==> src/rtl/acc_responder.sv <==
// Accelerator request/response bridge: queues CPU requests, issues them in order to a back-end,
// and returns in-order results with load/store completion tracking.
module acc_responder #(
  parameter int unsigned DEPTH         = 4,
  parameter int unsigned XLEN          = 64,
  parameter int unsigned TRANS_ID_BITS = 3
) (
  input  logic                     clk_i,
  input  logic                     rst_ni,
  input  logic                     acc_req_valid_i,
  output logic                     acc_req_ready_o,
  input  logic [31:0]              acc_insn_i,
  input  logic [XLEN-1:0]          acc_rs1_i,
  input  logic [XLEN-1:0]          acc_rs2_i,
  input  logic [TRANS_ID_BITS-1:0] acc_trans_id_i,
  output logic                     be_valid_o,
  input  logic                     be_ready_i,
  output logic [31:0]              be_insn_o,
  output logic [XLEN-1:0]          be_rs1_o,
  output logic [XLEN-1:0]          be_rs2_o,
  input  logic                     be_done_i,
  output logic                     be_done_ready_o,
  input  logic [XLEN-1:0]          be_result_i,
  output logic                     acc_resp_valid_o,
  input  logic                     acc_resp_ready_i,
  output logic [TRANS_ID_BITS-1:0] acc_resp_trans_id_o,
  output logic [XLEN-1:0]          acc_resp_result_o,
  output logic                     acc_load_complete_o,
  output logic                     acc_store_complete_o,
  output logic                     acc_store_pending_o,
  output logic                     protocol_err_o
);

  localparam int unsigned PtrW = (DEPTH > 1) ? $clog2(DEPTH) : 1;
  localparam int unsigned CntW = $clog2(DEPTH + 1);
  localparam logic [CntW-1:0] CntMax  = CntW'(DEPTH);
  localparam logic [PtrW-1:0] PtrLast = PtrW'(DEPTH - 1);
  localparam logic [6:0]      OpLoad  = 7'b0000111;
  localparam logic [6:0]      OpStore = 7'b0100111;

  typedef struct packed {
    logic [31:0]              insn;
    logic [XLEN-1:0]          rs1;
    logic [XLEN-1:0]          rs2;
    logic [TRANS_ID_BITS-1:0] id;
    logic                     is_ld;
    logic                     is_st;
  } req_t;

  typedef struct packed {
    logic [TRANS_ID_BITS-1:0] id;
    logic                     is_ld;
    logic                     is_st;
  } tag_t;

  function automatic logic [PtrW-1:0] ptr_inc(input logic [PtrW-1:0] p);
    return (p == PtrLast) ? '0 : p + PtrW'(1);
  endfunction

  function automatic logic [CntW-1:0] cnt_upd(input logic [CntW-1:0] c, input logic inc,
                                              input logic dec);
    if (inc && !dec) return c + CntW'(1);
    if (dec && !inc) return c - CntW'(1);
    return c;
  endfunction

  req_t                     req_mem_q [DEPTH];
  tag_t                     tag_mem_q [DEPTH];
  logic [PtrW-1:0]          req_wr_q, req_rd_q, tag_wr_q, tag_rd_q;
  logic [CntW-1:0]          req_cnt_q, tag_cnt_q, inflight_q, st_cnt_q;
  logic                     init_q, err_q;
  logic                     resp_valid_q, resp_ld_q, resp_st_q;
  logic [TRANS_ID_BITS-1:0] resp_id_q;
  logic [XLEN-1:0]          resp_result_q;

  req_t req_in, req_head;
  tag_t tag_in, tag_head;
  logic req_push, issue, done_hs, resp_hs, tag_empty;

  always_comb begin
    req_in.insn  = acc_insn_i;
    req_in.rs1   = acc_rs1_i;
    req_in.rs2   = acc_rs2_i;
    req_in.id    = acc_trans_id_i;
    req_in.is_ld = (acc_insn_i[6:0] == OpLoad);
    req_in.is_st = (acc_insn_i[6:0] == OpStore);
    req_head     = req_mem_q[req_rd_q];
    tag_in.id    = req_head.id;
    tag_in.is_ld = req_head.is_ld;
    tag_in.is_st = req_head.is_st;
    tag_head     = tag_mem_q[tag_rd_q];
  end

  // init_q keeps ready low while in reset and until the first clock after release.
  assign acc_req_ready_o = init_q && (req_cnt_q != CntMax) && (inflight_q < CntMax);
  assign req_push        = acc_req_valid_i && acc_req_ready_o;
  assign be_valid_o      = (req_cnt_q != '0);
  assign issue           = be_valid_o && be_ready_i;
  assign tag_empty       = (tag_cnt_q == '0);
  // Response register may refill in the same cycle it drains.
  assign be_done_ready_o = !tag_empty && (!resp_valid_q || acc_resp_ready_i);
  assign done_hs         = be_done_i && be_done_ready_o;
  assign resp_hs         = resp_valid_q && acc_resp_ready_i;

  // Storage is not reset, so the issue payload is masked when nothing is queued.
  assign be_insn_o = be_valid_o ? req_head.insn : '0;
  assign be_rs1_o  = be_valid_o ? req_head.rs1  : '0;
  assign be_rs2_o  = be_valid_o ? req_head.rs2  : '0;

  assign acc_resp_valid_o     = resp_valid_q;
  assign acc_resp_trans_id_o  = resp_id_q;
  assign acc_resp_result_o    = resp_result_q;
  assign acc_load_complete_o  = resp_hs && resp_ld_q;
  assign acc_store_complete_o = resp_hs && resp_st_q;
  assign acc_store_pending_o  = (st_cnt_q != '0);
  assign protocol_err_o       = err_q;

  always_ff @(posedge clk_i) begin
    if (req_push) req_mem_q[req_wr_q] <= req_in;
    if (issue)    tag_mem_q[tag_wr_q] <= tag_in;
  end

  always_ff @(posedge clk_i or negedge rst_ni) begin
    if (!rst_ni) begin
      init_q        <= 1'b0;
      err_q         <= 1'b0;
      req_wr_q      <= '0;
      req_rd_q      <= '0;
      tag_wr_q      <= '0;
      tag_rd_q      <= '0;
      req_cnt_q     <= '0;
      tag_cnt_q     <= '0;
      inflight_q    <= '0;
      st_cnt_q      <= '0;
      resp_valid_q  <= 1'b0;
      resp_ld_q     <= 1'b0;
      resp_st_q     <= 1'b0;
      resp_id_q     <= '0;
      resp_result_q <= '0;
    end else begin
      init_q     <= 1'b1;
      err_q      <= err_q | (be_done_i & tag_empty);
      req_cnt_q  <= cnt_upd(req_cnt_q, req_push, issue);
      tag_cnt_q  <= cnt_upd(tag_cnt_q, issue, done_hs);
      inflight_q <= cnt_upd(inflight_q, req_push, resp_hs);
      st_cnt_q   <= cnt_upd(st_cnt_q, req_push && req_in.is_st, acc_store_complete_o);
      if (req_push) req_wr_q <= ptr_inc(req_wr_q);
      if (issue) begin
        req_rd_q <= ptr_inc(req_rd_q);
        tag_wr_q <= ptr_inc(tag_wr_q);
      end
      if (done_hs) begin
        tag_rd_q      <= ptr_inc(tag_rd_q);
        resp_valid_q  <= 1'b1;
        resp_id_q     <= tag_head.id;
        resp_result_q <= be_result_i;
        resp_ld_q     <= tag_head.is_ld;
        resp_st_q     <= tag_head.is_st;
      end else if (resp_hs) begin
        resp_valid_q <= 1'b0;
      end
    end
  end

endmodule
==> config.mk <==
export PLATFORM = sky130hd
export DESIGN_NAME = acc_responder
export DESIGN_NICKNAME = d
export VERILOG_FILES = /design/src/rtl/acc_responder.sv
export SDC_FILE = /design/constraint.sdc
export NUM_CORES = 1
export LEC_CHECK = 0
export CAP_MARGIN = 0
export CORE_MARGIN = 4
export CORE_UTILIZATION = 40
export CTS_CLUSTER_DIAMETER = 40
export CTS_CLUSTER_SIZE = 40
export DETAILED_ROUTE_END_ITERATION = 10
export GPL_ROUTABILITY_DRIVEN = 0
export HOLD_SLACK_MARGIN = 0.05
export PLACE_DENSITY_LB_ADDON = 0.3
export SETUP_SLACK_MARGIN = 0.05
export SLEW_MARGIN = 20
export SYNTH_ARGS = -nofsm -noshare
export SYNTH_HDL_FRONTEND = slang
export SYNTH_SLANG_ARGS = --single-unit
==> constraint.sdc <==
create_clock -name clk_i -period 10.03 [get_ports clk_i]
set_clock_uncertainty 0.15 [all_clocks]
set_input_delay 2.006 -clock clk_i [delete_from_list [all_inputs] [get_ports clk_i]]
set_output_delay 2.006 -clock clk_i [all_outputs]
set_load 0.03 [all_outputs]
# ---- Yosys cells after proc, flatten, opt, wreduce, memory -nomap -nowiden
# Memories as Yosys holds them, arrays and structs flattened. A register that Yosys moved wholly into a read port is not among the register bits.
# Index checks and enable logic that the tools add are counted.
dict set report totals {
  inputBits 233
  memories 2
  ramBits 680
  reg_bits 87
  wordCells 113
  out_inout_bits 235
}
# memory words width read_ports rd_ports_with_merged_regs wr line
set mem_list {}
lappend mem_list {req_mem_q 4 165 1 0 1 67} ;# req_t req_mem_q [DEPTH];
lappend mem_list {tag_mem_q 4 5 1 1 1 68} ;# tag_t tag_mem_q [DEPTH];
dict set report op_classes {
  addsub 12
  n_eq_ne 7
  mux 41
  bitwise_logic 2
  order_cmp 1
  n_reduce_logical 36
}
# op count
set ops {}
lappend ops {{64-bit two-way mux} 2}
lappend ops {{3-bit two-way mux} 16}
lappend ops {{32-bit two-way mux} 1}
lappend ops {{1-bit logical AND} 18}
lappend ops {{1-bit two-way mux} 18}
lappend ops {{3-bit by 1-bit adder with 3-bit output, second input constant} 4}
lappend ops {{3-bit by 1-bit subtractor with 3-bit output, second input constant} 4}
lappend ops {{2-bit nonzero test} 5}
lappend ops {{1-bit logical NOT} 9}
lappend ops {{2-bit by 1-bit adder with 2-bit output, second input constant} 4}
lappend ops {{2-bit equality test, second input constant} 4}
lappend ops {{2-bit two-way mux} 4}
lappend ops {{7-bit by 3-bit equality test with 1-bit output, second input constant} 1}
lappend ops {{7-bit by 6-bit equality test with 1-bit output, second input constant} 1}
lappend ops {{3-bit nonzero test} 2}
lappend ops {{3-bit logical NOT} 1}
lappend ops {{3-bit less-than comparator, second input constant} 1}
lappend ops {{3-bit != test, second input constant} 1}
lappend ops {{1-bit AND} 1}
lappend ops {{1-bit logical OR} 1}
lappend ops {{1-bit OR} 1}

# ---- Logic depth before layout (Yosys ltp)
dict set report depth {
  depth_word 11
  depth_mapped 13
  ltp_nobuf 11
}

# ---- Least setup slack after synthesis
# OpenSTA, ideal clock, no wires.
dict set report synth_timing {
  kind {in2reg}
  from {input port acc_req_valid_i}
  to {memory req_mem_q[0][0] (netlist name), enable pin}
  setup_time_ns 0.546
  path_stages 1
  required_time_ns 9.334
  path_buffers 0
  arrival_time_ns 5.818
  setup_slack_ns 3.516
  path_cell_list {and3_1}
}
dict set report synth_between {
  elab_chain_len 3
}
# element line
set synth_rtl {}
lappend synth_rtl {{start: declaration} 10} ;# input logic acc_req_valid_i,
lappend synth_rtl {{1-bit logical AND} 96} ;# assign req_push = acc_req_valid_i && acc_req_ready_o;
lappend synth_rtl {{1-bit two-way mux} 119} ;# if (req_push) req_mem_q[req_wr_q] <= req_in;
lappend synth_rtl {{1-bit two-way mux (not written as such)} 119}
lappend synth_rtl {{end: declaration} 67}
# Every way passes these cells.

# ---- Worst setup path in the final report
dict set report layout_timing {
  from {register req_cnt_q[0]}
  to {output port be_insn_o[11]}
}
dict set report layout_between {
  elab_chain_len 2
}
# element line
set layout_rtl {}
lappend layout_rtl {{start: declaration} 70} ;# logic [CntW-1:0] req_cnt_q, tag_cnt_q, inflight_q, st_cnt_q;
lappend layout_rtl {{start signal: assignment} 143} ;# req_cnt_q <= cnt_upd(req_cnt_q, req_push, issue);
lappend layout_rtl {{3-bit nonzero test} 97} ;# assign be_valid_o = (req_cnt_q != '0);
lappend layout_rtl {{32-bit two-way mux} 106} ;# assign be_insn_o = be_valid_o ? req_head.insn : '0;
lappend layout_rtl {{end: declaration} 18} ;# output logic [31:0] be_insn_o,
# Every way passes these cells.

==> impl_metrics.csv <==
group,metric,value,unit
layout,drive_gt1_share,23.59,%
timing,hold_viol_final,0,
global_route,grt_overflow_total,0,
layout,fillCellCount,5632,
timing,fmax,160.7,MHz
routing,drc,0,
floorplanning,rows,99,
clock_tree,post_cts_resized,0,
clock_tree,clk_pin_slew,50,ps
global_route,grt_first_pass_wirelength,98210,um
floorplanning,start_util,40.50,%
setup_path,r2r_slack,6530,ps
clock_tree,cts-buffers-inserted,109,
floorplanning,fp.dieH,280.3,um
floorplanning,dieWidth,280.3,um
routing,detail-route-antenna-nets,0,
power_and_ir_drop,peakVddDrop,0.0002671,V
timing,worst_pin_slew,1014,ps
global_route,grt_max_degree,78,
routing,routed_wl,65670,um
routing,vias_per_cell,4.985,
setup_path,arrival,4070,ps
clock_tree,post_cts_buffers,0,
power_and_ir_drop,power_per_cell_area,330.0,mW/mm2
yosys,synth_edf_count,680,
clock_tree,cts_tree,"built",
run_status,status,"completed",
global_route,grt_pass1_vias,15630,
clock_tree,clock_path_buffers,3,
floorplanning,coreArea,0.07321,mm2
clock_tree,cts_root_buf,"clkbuf_16",
yosys,synth_area_leaders,"edfxtp_1 (69%), mux4_2 (13%), dfrtp_1 (7.8%), and2_1 (3.4%), mux2_2 (2.8%)",
timing,slew_violations,0,
clock_tree,insertion_delay,650,ps
global_route,antenna_found_initial,20,
yosys,yosys_warnings,0,
layout,synthToLayoutAreaGrowth,32.38,%
timing,finalSetupViolCount,0,
timing,fin_setup_tns,0,ps
setup_path,worst_setup_path_startpoint,"req_cnt_q[0]",
place,dp_cells,2736,
setup_path,worstSetupPathType,"reg -> out",
routing,drtIter0Drc,859,
timing,fin_crit_sh,62.06,%
yosys,synth.most_common_cell,"edfxtp_1",
yosys,ys_seq_area_share,76.63,%
clock_tree,htreeDepth,3,
yosys,syn-num-nets,1619,
worst_hold_path,min_path_type,"reg -> reg",
flow_run,drv_cap,0,
floorplanning,boundaryPins,468,
timing,finalCriticalPeriod,6225,ps
clock_tree,numClockSinks,772,
setup_path,required,7870,ps
place,place_ws,4186,ps
routing,vias,14710,
global_route,grt_util_all_layers,16.51,%
timing,rsz0062_at_grt,"false",
yosys,postSynthAreaPerCell,21.85,um2
setup_path,cp_max_fo,61,
yosys,synth_top_area_share,68.87,%
worst_hold_path,min_from,"st_cnt_q[2]",
place,portBuffers,467,
yosys,synthTopCellsByCount,"edfxtp_1 (680), mux4_2 (170), and2_1 (161), dfrtp_1 (92), mux2_2 (74)",
clock_tree,holdBufCountCts,0,
yosys,ys.flop_type,"edfxtp_1",
yosys,ys_types,30,
timing,setup_ws,3805,ps
routing,firstDrtPassIters,4,
power_and_ir_drop,leakage,0.01326,uW
layout,finalNonFillerCells,2950,
yosys,syn_area,0.02965,mm2
place,dp_hpwl,40680,um
routing,wire_per_inst,22.26,um
yosys,ys_ff_latch,772,
yosys,synth_top_cell_by_area,"edfxtp_1",
timing,relSlewSlack,32.39,%
yosys,synth_cells,1357,
setup_path,cp-end-kind,"output pin",
setup_path,r2r_start,"req_cnt_q[0]",
yosys,async_flop_share,11.92,%
layout,nets,2150,
floorplanning,die_area,0.07854,mm2
setup_path,cp-start-kind,"register",
## kinds of logic (layout without fill, tap and decap cells)
logic type               Yosys count  in the layout  synth area share, %
other                              1              8              0.01265
multiplexers                     248            248                15.86
flip-flops                       772            772                76.63
AO/OA/AOI/OAI                     11             11               0.2405
adder cells (fa/ha/maj)           29             29                1.224
AND/OR/NAND/NOR                  198            198                4.068
buffers and inverters             86            713                1.608
XOR/XNOR                          12             12               0.3545
## per-stage QoR
| step | cell area, um2 | utilization, % | hold WS, ps | power (uW) |
|---|---|---|---|---|
| after detailed placement | 35300 | 48.21 | 298.5 | 9119 |
| after CTS | 39230 | 53.59 | 309.6 | 13170 |
| after floorplan | 29650 | - | 283.2 | 7232 |
| after global routing | 39240 | 53.60 | 324.4 | 13530 |
| final | 39250 | 53.62 | 307.2 | 12950 |
| after global placement | 35300 | 48.21 | 300.3 | 9082 |
## critical path, stage by stage (launching register included)
cell and delay (ps):
dfrtp_1 380, inv_1 80, ha_1 250, nand2b_4 410, buf_4 630, buf_4 540, and2_1 330, clkdlybuf4s50_1 730
## routing by layer
layer / vias up / share of wire [%] / track usage, % / routed length, um
li1: 6536 / - / - / -
met1: 7565 / 40 / 20.90 / 25990
met2: 472 / 50 / 27.49 / 32890
met3: 114 / 8.0 / 5.292 / 5256
met4: 20 / 2.1 / 4.964 / 1401
met5: - / 0.19 / 0 / 126
## area by class of cell
type	instances	area [um2]	share of cell area, %
diodes	7	17.52	0.04463
clock buffers	115	2780	7.083
repair buffers	485	4811	12.26
clock inverters	92	1154	2.939
well taps	959	1200	3.057
inverters	21	78.83	0.2008
multi-input cells	499	6481	16.51
flip-flops and latches	772	22730	57.91
## flip-flops by register name, summed over array words and instances, names as in the netlist
register,count
req_mem_q,660
acc_resp_result_o,64
tag_mem_q,20
acc_resp_trans_id_o,3
inflight_q,3
req_cnt_q,3
st_cnt_q,3
tag_cnt_q,3
req_rd_q,2
req_wr_q,2
tag_rd_q,2
tag_wr_q,2
acc_resp_valid_o,1
init_q,1
protocol_err_o,1
resp_ld_q,1
resp_st_q,1
## report_power, final
group	switching (uW)	internal (uW)
combinational	2600	2160
sequential	246	3950
clock	1510	2490
total	4360	8600
## layout by cell type (no fill, tap or decap), types with 6 or more instances in the layout
cell type,synthesis,layout
nor2_1,7,7
buf_4,0,18
mux2_2,74,74
edfxtp_1,680,680
inv_1,21,21
and3_1,10,6
inv_8,0,6
and2_1,161,161
diode_2,0,7
o21ai_0,7,7
mux4_2,170,170
clkdlybuf4s50_1,0,466
clkinv_1,0,9
clkinvlp_4,0,13
dfrtp_1,92,90
clkbuf_16,0,109
nand2_1,7,6
ha_1,29,29
inv_6,0,20
bufinv_16,0,16
clkinv_2,0,10
clkinv_4,0,11
xnor2_1,8,8
## final timing paths
| path | endpoint | cells past startpoint |
|---|---|---|
| min in group asynchronous | acc_resp_trans_id_o[1] | 1 |
| max in group asynchronous | req_rd_q[0] | 2 |
| max | be_insn_o[11] | 7 |
| min | st_cnt_q[2] | 1 |
| max reg2reg | req_cnt_q[2] | 11 |
| min reg2reg | st_cnt_q[2] | 1 |
Power figures use the tool's default switching activity.
